$ cat config.mk
export PLATFORM = sky130hd
export DESIGN_NAME = spi_pwm_master
export DESIGN_NICKNAME = d
export VERILOG_FILES = /design/src/rtl/spi_pwm_master.sv
export SDC_FILE = /design/constraint.sdc
export NUM_CORES = 1
export LEC_CHECK = 0
export CAP_MARGIN = 20
export CORE_MARGIN = 3
export CORE_UTILIZATION = 50
export CTS_CLUSTER_DIAMETER = 30
export DETAILED_ROUTE_END_ITERATION = 7
export GPL_TIMING_DRIVEN = 1
export PLACE_DENSITY = 0.74
export SYNTH_ARGS = -nofsm -noshare
export SYNTH_HDL_FRONTEND = slang
export SYNTH_SLANG_ARGS = --single-unit
$ cat constraint.sdc
create_clock -name MainCLK -period 2.1 [get_ports MainCLK]
set_input_delay 0.315 -clock MainCLK [delete_from_list [all_inputs] [get_ports MainCLK]]
set_output_delay 0.315 -clock MainCLK [all_outputs]
set_load 0.005 [all_outputs]
$ cat src/rtl/spi_pwm_master.sv
// SPI mode-0 master for a register-mapped port expander: one CS-low frame per
// accepted command, MSB-first transmit with simultaneous MSB-first receive.
module spi_pwm_master #(
    parameter int unsigned CLK_DIV    = 4,
    parameter int unsigned FRAME_BITS = 16
) (
    input  logic                  MainCLK,
    input  logic                  RST,
    input  logic                  cmd_valid,
    output logic                  cmd_ready,
    input  logic [FRAME_BITS-1:0] cmd_data,
    output logic                  CS,
    output logic                  SCLK,
    output logic                  MOSI,
    input  logic                  MISO,
    output logic [FRAME_BITS-1:0] rx_data,
    output logic                  rx_valid,
    output logic                  busy
);

    localparam int unsigned DIV_W = (CLK_DIV > 1) ? $clog2(CLK_DIV) : 1;
    localparam int unsigned BIT_W = (FRAME_BITS > 1) ? $clog2(FRAME_BITS) : 1;
    localparam logic [DIV_W-1:0] DIV_LAST = DIV_W'(CLK_DIV - 1);
    localparam logic [BIT_W-1:0] BIT_LAST = BIT_W'(FRAME_BITS - 1);

    typedef enum logic [2:0] {
        IDLE,
        LEAD,
        SHIFT,
        TRAIL,
        GAP
    } state_t;

    state_t                  state_q, state_d;
    logic [DIV_W-1:0]        div_q, div_d;
    logic [BIT_W-1:0]        bit_q, bit_d;
    logic [FRAME_BITS-1:0]   tx_sr_q, tx_sr_d;
    logic [FRAME_BITS-1:0]   rx_sr_q, rx_sr_d;
    logic [FRAME_BITS-1:0]   rx_data_q, rx_data_d;
    logic                    cs_q, cs_d;
    logic                    sclk_q, sclk_d;
    logic                    mosi_q, mosi_d;
    logic                    rx_valid_q, rx_valid_d;
    logic                    ready_q, ready_d;
    logic                    busy_q, busy_d;
    logic                    div_end;
    logic                    bit_end;

    assign div_end = (div_q == DIV_LAST);
    assign bit_end = (bit_q == BIT_LAST);

    // State and output registers; reset aborts any frame in flight.
    always_ff @(posedge MainCLK) begin
        if (RST) begin
            state_q    <= IDLE;
            div_q      <= '0;
            bit_q      <= '0;
            tx_sr_q    <= '0;
            rx_sr_q    <= '0;
            rx_data_q  <= '0;
            cs_q       <= 1'b1;
            sclk_q     <= 1'b0;
            mosi_q     <= 1'b0;
            rx_valid_q <= 1'b0;
            ready_q    <= 1'b1;
            busy_q     <= 1'b0;
        end else begin
            state_q    <= state_d;
            div_q      <= div_d;
            bit_q      <= bit_d;
            tx_sr_q    <= tx_sr_d;
            rx_sr_q    <= rx_sr_d;
            rx_data_q  <= rx_data_d;
            cs_q       <= cs_d;
            sclk_q     <= sclk_d;
            mosi_q     <= mosi_d;
            rx_valid_q <= rx_valid_d;
            ready_q    <= ready_d;
            busy_q     <= busy_d;
        end
    end

    // Next-state and next-output logic.
    always_comb begin
        state_d    = state_q;
        div_d      = div_q;
        bit_d      = bit_q;
        tx_sr_d    = tx_sr_q;
        rx_sr_d    = rx_sr_q;
        rx_data_d  = rx_data_q;
        cs_d       = cs_q;
        sclk_d     = sclk_q;
        mosi_d     = mosi_q;
        rx_valid_d = 1'b0;
        ready_d    = ready_q;
        busy_d     = busy_q;

        case (state_q)
            IDLE: begin
                if (cmd_valid) begin
                    tx_sr_d = cmd_data;
                    mosi_d  = cmd_data[FRAME_BITS-1];
                    cs_d    = 1'b0;
                    ready_d = 1'b0;
                    busy_d  = 1'b1;
                    div_d   = '0;
                    bit_d   = '0;
                    state_d = LEAD;
                end
            end

            LEAD: begin
                if (div_end) begin
                    div_d   = '0;
                    sclk_d  = 1'b1;
                    rx_sr_d = {rx_sr_q[FRAME_BITS-2:0], MISO};
                    state_d = SHIFT;
                end else begin
                    div_d = div_q + DIV_W'(1);
                end
            end

            // High phase ends with a falling edge; low phase ends with the next rise or TRAIL.
            SHIFT: begin
                if (div_end) begin
                    div_d = '0;
                    if (sclk_q) begin
                        sclk_d = 1'b0;
                        if (bit_end) begin
                            mosi_d = 1'b0;
                        end else begin
                            tx_sr_d = {tx_sr_q[FRAME_BITS-2:0], 1'b0};
                            mosi_d  = tx_sr_q[FRAME_BITS-2];
                        end
                    end else if (bit_end) begin
                        state_d = TRAIL;
                    end else begin
                        sclk_d  = 1'b1;
                        bit_d   = bit_q + BIT_W'(1);
                        rx_sr_d = {rx_sr_q[FRAME_BITS-2:0], MISO};
                    end
                end else begin
                    div_d = div_q + DIV_W'(1);
                end
            end

            TRAIL: begin
                if (div_end) begin
                    div_d      = '0;
                    cs_d       = 1'b1;
                    rx_data_d  = rx_sr_q;
                    rx_valid_d = 1'b1;
                    state_d    = GAP;
                end else begin
                    div_d = div_q + DIV_W'(1);
                end
            end

            GAP: begin
                if (div_end) begin
                    div_d   = '0;
                    ready_d = 1'b1;
                    busy_d  = 1'b0;
                    state_d = IDLE;
                end else begin
                    div_d = div_q + DIV_W'(1);
                end
            end

            default: begin
                state_d = IDLE;
                div_d   = '0;
                bit_d   = '0;
                cs_d    = 1'b1;
                sclk_d  = 1'b0;
                mosi_d  = 1'b0;
                ready_d = 1'b1;
                busy_d  = 1'b0;
            end
        endcase
    end

    assign cmd_ready = ready_q;
    assign busy      = busy_q;
    assign CS        = cs_q;
    assign SCLK      = sclk_q;
    assign MOSI      = mosi_q;
    assign rx_data   = rx_data_q;
    assign rx_valid  = rx_valid_q;

endmodule

==> results of run 1 <==
-- power groups by stage --
stage | sequential [mW] | clock [mW] | combinational (mW)
4_1_cts | 1.23 | 0.910 | 0.215
6_report | 1.23 | 0.886 | 0.215
3_5_place_dp | 1.26 | 0 | 0.214
5_1_grt | 1.24 | 0.956 | 0.237
2_1_floorplan | 1.25 | 0 | 0.141
3_3_place_gp | 1.26 | 0 | 0.210
-- Yosys cell counts (4+ instances only) --
cell type,count
a211oi_1,14
a21oi_1,37
a22oi_1,4
a311o_1,9
a31oi_1,8
buf_2,15
buf_6,5
clkbuf_1,12
dfxtp_1,62
inv_1,4
mux2i_1,15
nand2_1,53
nand2b_1,9
nand3_1,17
nor2_1,13
nor2b_1,16
nor3_1,8
nor3_2,6
o21ai_0,10
-- through the flow --
step | hold slack, ns | instances | util (%) | setup slack, ns | total power, mW
6_report | 0.3762 | 485 | 62.67 | 0.2812 | 2.332
3_5_place_dp | 0.4466 | 471 | 60.09 | 0.2457 | 1.470
3_3_place_gp | 0.4406 | 471 | 60.09 | 0.2765 | 1.467
2_1_floorplan | 0.4273 | 371 | - | 0.4896 | 1.391
4_1_cts | 0.3583 | 485 | 62.67 | 0.2472 | 2.356
5_1_grt | 0.4001 | 485 | 62.67 | 0.1257 | 2.428
-- state kept, by name, indices dropped and copies added, names as in the netlist, 2 cells and up --
signal,cells
state_q,3
bit_q,4
rx_data,16
tx_sr_q,15
div_q,2
rx_sr_q,16
-- path summary, 6_finish.rpt --
kind,to,cells past startpoint,start,slack [ns]
setup / recovery,rx_data[10]$_SDFFE_PP0P_,6,div_q[0]$_SDFFE_PP0N_,0.28
hold / removal,div_q[1]$_SDFFE_PP0N_,2,RST,0.38
setup reg to reg,rx_data[10]$_SDFFE_PP0P_,6,div_q[0]$_SDFFE_PP0N_,0.28
hold reg to reg,rx_data[15]$_SDFFE_PP0P_,2,rx_data[15]$_SDFFE_PP0P_,0.45
-- per-layer routing --
layer	GRT usage, %	wire length [microns]	vias to the layer above
li1	-	-	1420
met3	3.495	323	12
met2	31.07	3133	70
met4	8.201	123	0
met5	0	0	-
met1	26.80	3351	1293
-- cell type report --
type	count	area share, %
multi-input combinational	271	45.26
sequential	62	32.87
timing repair buffer	58	14.78
clock buffer	12	3.844
tap	75	2.485
inverter	5	0.4970
clock inverter	2	0.2651
-- critical path, stage by stage, from the launching register on --
cell and delay, ns:
dfxtp_1 0.38, ha_1 0.26, nor2b_1 0.28, buf_12 0.20, nand3_2 0.32, nand2_1 0.18, a21oi_1 0.08
-- cell families after synthesis --
| family | count (synthesis) | share of synthesized area, % |
|---|---|---|
| muxes | 16 | 5.119 |
| xor gates and xnor gates | 1 | 0.2778 |
| AOI/OAI and AO/OA | 106 | 23.18 |
| buffers and inverters | 38 | 6.428 |
| adders and majority gates | 2 | 0.7935 |
| and+or+nand+nor | 146 | 24.84 |
| DFF | 62 | 39.37 |
==> metrics, run 1 <==
status=completed; static power due to leakage=1.269 nW; Worst-Skew Late Latency=0.34 ns; sequential-to-total area share from yosys stat=39.37%; Routed Wire Length=6931 microns; post-synthesis cell type count=61; Seq. cell area=1241 sq um; synth top area cells=dfxtp_1, nand2_1, a21oi_1; commonest non-fill, non-tap cells in the layout=dfxtp_1, nand2_1, clkdlybuf4s50_1; worst path arrival time=2.04 ns; max-slew violation count=0; Iteration-0 DRC Markers=141; cells after synthesis=371; Die X=85.41 microns; Worst EP required=2.32 ns; fin nets=429; count of final setup violators=0; area post-placement=3621 sq um; RSZ-0062 raised after global routing=false; TritonCTS Buffers=9; commonest non-fill, non-tap cell in the layout=dfxtp_1; CP Launch Type=flip-flop; combinational power share=9.2%; syn nets=393; CP Max Fanout=28; maxcap violations=0; Worst Hold Class=input pin to flip-flop; DR pass1 iterations=4; worst ir drop on vdd=0.0004424 V; Net Switching=0.5719 mW; worst slew pin tran=0.6610 ns; area delta synth->final=19.76%; fillers=532; Int Pwr=1.760 mW; Final TNS setup=0 ns; FFs w/ async S/R, synth=0%; die area=7295 sq um; DIE HEIGHT=85.41 microns; Sw Ratio=24.53%; Tmin final=1.819 ns; number of global-route vias before repair=2531; Synth area leader=dfxtp_1; kind of critical path=flip-flop to flip-flop; FMAX=549.8 MHz; Power Density=617.5 nW/um^2; root buffer cell=clkbuf_8; CTS H-tree lvls=3; Initial Util=52.33%; DP HPWL=4576 microns; FP Rows=28; clock transition at the registers of the reported paths=0.06 ns; Post-Synthesis Cell Area=3153 sq um; crit path capture type=flip-flop; Worst Skew=0.007160 ns; sequential share of power=52.8%; clock buffer depth=2; setup bufs post-CTS=0; fin crit share=86.61%; CTS resizes=0; part of the power in the clock network=38.0%; n_diodes=0; routability cong.=0.8055; multi-input gate area in the final layout=1709 sq um; drc violations=0; largest net degree at the start of global routing=29; EDFF count, synth=0; IO Pins=42; CTS tree=yes; GRT overflow=0; Hold Violations, Final=0; post-synth top area share=39.37%; initial antenna violation count=0; via density per instance=5.763; Hold Buf Count CTS=0; core box area=6026 sq um; GRT Util Overall=19.79%; Ys Warns=0; first-pass GRT wire length=11790 microns; Synth Flop Type=dfxtp_1; remaining antenna violation count=0; share of cells above drive strength 1=12.44%; per-cell routed wire length=14.29 microns; clock sink total=62; post-route cell area=3776 sq um; Synth Area per Inst=8.499 sq um; #FFs+latches synth=62; input/output buffers=41; Rel. slew slack=55.94%; vias=2795
No activity file was read; power rests on OpenSTA's default activity.
==> run 2: changes to the inputs <==
--- a/config.mk
+++ b/config.mk
@@ -6,7 +6,7 @@
 export NUM_CORES = 1
 export LEC_CHECK = 0
 export CAP_MARGIN = 20
-export CORE_MARGIN = 3
+export CORE_MARGIN = 4
 export CORE_UTILIZATION = 50
 export CTS_CLUSTER_DIAMETER = 30
 export DETAILED_ROUTE_END_ITERATION = 7
==> run 2 against run 1 <==
Total power rose by 12%. Clock power rose by 32%. Register-to-register slack lost 0.06 ns. Routed wire length increased by 2.5%. Sequential power is essentially flat. Utilization rose by 1.1 points. First-iteration DRC count increased by 75%. Via count increased by 0.47%. Design area up 1.7%. Maximum frequency is 3.0% lower. Final cell count unchanged. Worst setup slack got worse by 0.056 ns. Critical endpoint is now rx_data[7]$_SDFFE_PP0P_. Highest routed layer unchanged.
==> metrics, run 2 (synthesis gave the netlist of run 1 again) <==
status=completed; IO Pins=42; crit-path cells=ha_1 > nor2b_1 > buf_12 > nand3_2 > nand2_1 > a21oi_1; DR pass1 iterations=5; n_diodes=0; largest net degree at the start of global routing=41; input/output buffers=41; routability cong.=0.7964; CP peak stage delay=0.37 ns; placed insts=469; Slowest-stage cell, CP=dfxtp_1; DP HPWL=4549 microns; clock buffer depth=2; Hold Violations, Final=0; Initial Util=52.33%; critical path depth in cells=6; worst slew pin tran=0.6810 ns; root buffer cell=clkbuf_8; CP Max Fanout=28; GRT Util Overall=19.77%; CP Launch Type=flip-flop; FP Rows=28; core box area=6026 sq um; Tmin final=1.874 ns; highest metal used=met4; commonest non-fill, non-tap cells in the layout=dfxtp_1, nand2_1, clkdlybuf4s50_1; R2R Path Start=div_q[0]$_SDFFE_PP0N_; per-cell routed wire length=14.65 microns; Seq. cell area=1241 sq um; crit path buf inv count=1; static power due to leakage=1.290 nW; RSZ-0062 raised after global routing=false; CTS resizes=0; Worst Hold Class=input pin to flip-flop; worst reg-to-reg setup slack=0.23 ns; drc violations=0; Worst EP required=2.33 ns; first-pass GRT wire length=12220 microns; commonest non-fill, non-tap cell in the layout=dfxtp_1; CTS tree=yes; Die X=87.41 microns; maxcap violations=0; via density per instance=5.790; clock sink total=62; remaining antenna violation count=0; worst path arrival time=2.10 ns; number of global-route vias before repair=2634; initial antenna violation count=0; cell family with most CP delay=simple AND/OR/NAND/NOR gates; Reg2Reg Depth=6; die area=7641 sq um; worst ir drop on vdd=0.0005003 V; Routed met3 length=375 microns; Hold Buf Count CTS=0; Crit. Startpoint=div_q[0]$_SDFFE_PP0N_; Routed Wire Length=7106 microns; count of final setup violators=0; crit path capture type=flip-flop; kind of critical path=flip-flop to flip-flop; fin nets=427; fillers=521; setup bufs post-CTS=0; GRT overflow=0; multi-input gate area in the final layout=1709 sq um; CTS H-tree lvls=3; Rel. slew slack=54.60%; share of cells above drive strength 1=12.93%; Iteration-0 DRC Markers=247; Reg-to-Reg End=rx_data[7]$_SDFFE_PP0P_; Power Density=682.0 nW/um^2; Final TNS setup=0 ns; met2 WL post-DR=3184 microns; vias=2808; DIE HEIGHT=87.41 microns; Worst Skew=0.005771 ns; max-slew violation count=0; non-filler instance count after layout=485; Hold Crit Depth=2; crit path to=rx_data[7]$_SDFFE_PP0P_; clock transition at the registers of the reported paths=0.07 ns; FMAX=533.5 MHz; Worst-Skew Late Latency=0.34 ns; TritonCTS Buffers=9; fin crit share=89.26%; area delta synth->final=21.83%; met1 WL=3466 microns
[run 2: cell types whose count changed in the layout (fill, tap and decap cells not counted)]
cell / change
bufinv_16: +2
buf_12: +1
clkinvlp_4: +2
buf_4: -3
clkbuf_1: -2
[run 2: report_power, final]
group | total (mW) | internal [mW] | switching, mW | leakage (nW)
logic | 0.217 | 0.108 | 0.109 | 0.678
registers | 1.23 | 1.21 | 0.0217 | 0.504
clock network | 1.17 | 0.696 | 0.476 | 0.108
[run 2: layout make-up]
class | count | area share, %
multi-input combinational | 271 | 44.50
sequential | 62 | 32.31
timing repair buffer | 56 | 14.46
clock buffer | 10 | 3.583
tap | 75 | 2.443
clock inverter | 6 | 2.215
inverter | 5 | 0.4886
[run 2: worst min-delay path by stage]
| stage | from | slack, ns | end |
|---|---|---|---|
| after floorplan | rx_sr_q[15]$_SDFFE_PP0P_ | 0.43 | rx_data[15]$_SDFFE_PP0P_ |
| after global placement | rx_sr_q[13]$_SDFFE_PP0P_ | 0.44 | rx_data[13]$_SDFFE_PP0P_ |
| after detailed placement | rx_sr_q[3]$_SDFFE_PP0P_ | 0.45 | rx_data[3]$_SDFFE_PP0P_ |
| after CTS | RST | 0.30 | rx_valid$_SDFF_PP0_ |
| after global routing | RST | 0.31 | rx_valid$_SDFF_PP0_ |
| final | RST | 0.32 | rx_valid$_SDFF_PP0_ |
[run 2: routing by layer]
metal | vias up | track usage [%]
met2 | 66 | 29.38
met4 | 0 | 7.113
met5 | - | 0
met3 | 8 | 6.433
met1 | 1323 | 26.73
li1 | 1411 | -
[run 2: stage by stage]
stage / util, % / hold slack (ns) / worst slack, ns / instance area [sq um] / power, mW
4_1_cts: 63.75 / 0.3050 / 0.2157 / 3841 / 2.644
5_1_grt: 63.75 / 0.3050 / 0.08168 / 3841 / 2.726
3_5_place_dp: 60.05 / 0.4463 / 0.2270 / 3618 / 1.472
6_report: 63.75 / 0.3172 / 0.2255 / 3841 / 2.620
3_3_place_gp: 60.05 / 0.4396 / 0.2826 / 3618 / 1.468
2_1_floorplan: - / 0.4273 / 0.4896 / 3153 / 1.391
==> run 3: changes to the inputs <==
--- a/config.mk
+++ b/config.mk
@@ -5,13 +5,16 @@
 export SDC_FILE = /design/constraint.sdc
 export NUM_CORES = 1
 export LEC_CHECK = 0
+export ABC_CLOCK_PERIOD_IN_PS = 2100
 export CAP_MARGIN = 20
 export CORE_MARGIN = 4
 export CORE_UTILIZATION = 50
 export CTS_CLUSTER_DIAMETER = 30
 export DETAILED_ROUTE_END_ITERATION = 7
 export GPL_TIMING_DRIVEN = 1
+export MAX_ROUTING_LAYER = met4
 export PLACE_DENSITY = 0.74
+export SLEW_MARGIN = 30
 export SYNTH_ARGS = -nofsm -noshare
 export SYNTH_HDL_FRONTEND = slang
 export SYNTH_SLANG_ARGS = --single-unit
==> run 3 against run 2 <==
Global-route usage rose by 0.53 points. Total power barely moved. Hold slack got worse by 0.0029 ns. Combinational power barely moved. Flip-flop and latch count did not move. Final cell count did not move. Utilization did not move. Maximum frequency rose by 0.38%. Non-clock buffer count did not move. Critical path type unchanged. Largest power group unchanged. Highest routed layer unchanged.
==> metrics, run 3 (synthesis gave the netlist of run 1 again) <==
status=completed; root buffer cell=clkbuf_8; setup bufs post-CTS=0; FP Rows=28; Slowest-stage cell, CP=dfxtp_1; TritonCTS Buffers=9; IO Pins=42; crit-path cells=ha_1 > nor2b_1 > buf_12 > nand3_2 > nand2_1 > a21oi_1; Routed Wire Length=7108 microns; kind of critical path=flip-flop to flip-flop; via density per instance=5.798; worst slack at placement=0.2270 ns; input/output buffers=41; DIE HEIGHT=87.41 microns; DR pass1 iterations=4; first-pass GRT wire length=12220 microns; die area=7641 sq um; fin crit share=88.92%; RSZ-0062 raised after global routing=false; Final TNS setup=0 ns; core box area=6026 sq um; Hold Violations, Final=0; maxcap violations=0; Worst EP required=2.33 ns; GRT overflow=0; remaining antenna violation count=0; Iteration-0 DRC Markers=247; initial antenna violation count=0; CTS resizes=0; n_diodes=0; clock sink total=62; worst slew pin tran=0.6864 ns; crit path buf inv count=1; clock transition at the registers of the reported paths=0.07 ns; Worst Skew=0.005851 ns; clock buffer depth=2; CP Launch Type=flip-flop; CP peak stage delay=0.37 ns; CP Max Fanout=28; commonest non-fill, non-tap cell in the layout=dfxtp_1; hold_ws=0.3143 ns; Die X=87.41 microns; crit path capture type=flip-flop; area delta synth->final=21.83%; Worst-Skew Late Latency=0.34 ns; per-cell routed wire length=14.66 microns; Hold Buf Count CTS=0; fin nets=427; DP HPWL=4549 microns; Tmin final=1.867 ns; Initial Util=52.33%; count of final setup violators=0; static power due to leakage=1.290 nW; commonest non-fill, non-tap cells in the layout=dfxtp_1, nand2_1, clkdlybuf4s50_1; drc violations=0; largest net degree at the start of global routing=41; CTS H-tree lvls=3; share of cells above drive strength 1=12.93%; FMAX=535.5 MHz; Worst Hold Class=input pin to flip-flop; Rel. slew slack=54.24%; number of global-route vias before repair=2637; worst ir drop on vdd=0.0005003 V; Power Density=682.0 nW/um^2; setup ws final=0.2326 ns; cell family with most CP delay=simple AND/OR/NAND/NOR gates; GRT Util Overall=20.30%; max-slew violation count=0; routability cong.=0.8077; vias=2812; fillers=521; worst path arrival time=2.10 ns; CTS tree=yes
[run 3: stage by stage]
step	utilization [%]	std cells	total power, mW	cell area, sq um
after floorplan	-	371	1.391	3153
after global placement	60.05	469	1.468	3618
after detailed placement	60.05	469	1.472	3618
after CTS	63.75	485	2.644	3841
after global routing	63.75	485	2.724	3841
final	63.75	485	2.620	3841
[run 3: worst register-to-register path: stages (launching register included)]
cell,delay (ns)
dfxtp_1,0.37
ha_1,0.29
nor2b_1,0.29
buf_12,0.20
nand3_2,0.33
nand2_1,0.19
a21oi_1,0.07
[run 3: power by group]
group | leakage, nW | internal, mW | switching (mW)
Sequential | 0.504 | 1.21 | 0.0217
Combinational | 0.678 | 0.108 | 0.109
Clock | 0.108 | 0.696 | 0.476
Total | 1.29 | 2.01 | 0.607
[run 3: area by class of cell]
class | instances | area [sq um] | area share (%)
clock buffers | 10 | 137.6 | 3.583
clock inverters | 6 | 85.08 | 2.215
inverters | 5 | 18.77 | 0.4886
repair buffers | 56 | 555.5 | 14.46
flip-flops and latches | 62 | 1241 | 32.31
well taps | 75 | 93.84 | 2.443
multi-input cells | 271 | 1709 | 44.50
[run 3: routing by layer]
metal	GRT usage (%)	vias up	part of all wire [%]
met5	-	-	0
met4	7.113	0	1.0
met3	5.866	7	5.6
met2	29.32	63	45
met1	27.02	1333	49
li1	-	1409	-
[run 3: final timing paths]
path / from / end / slack [ns] / cells past startpoint
worst max register to register: div_q[0]$_SDFFE_PP0N_ / rx_data[7]$_SDFFE_PP0P_ / 0.23 / 6
worst max-delay path: div_q[0]$_SDFFE_PP0N_ / rx_data[7]$_SDFFE_PP0P_ / 0.23 / 6
worst min register to register: rx_data[12]$_SDFFE_PP0P_ / rx_data[12]$_SDFFE_PP0P_ / 0.45 / 2
worst min-delay path: RST / rx_valid$_SDFF_PP0_ / 0.31 / 2
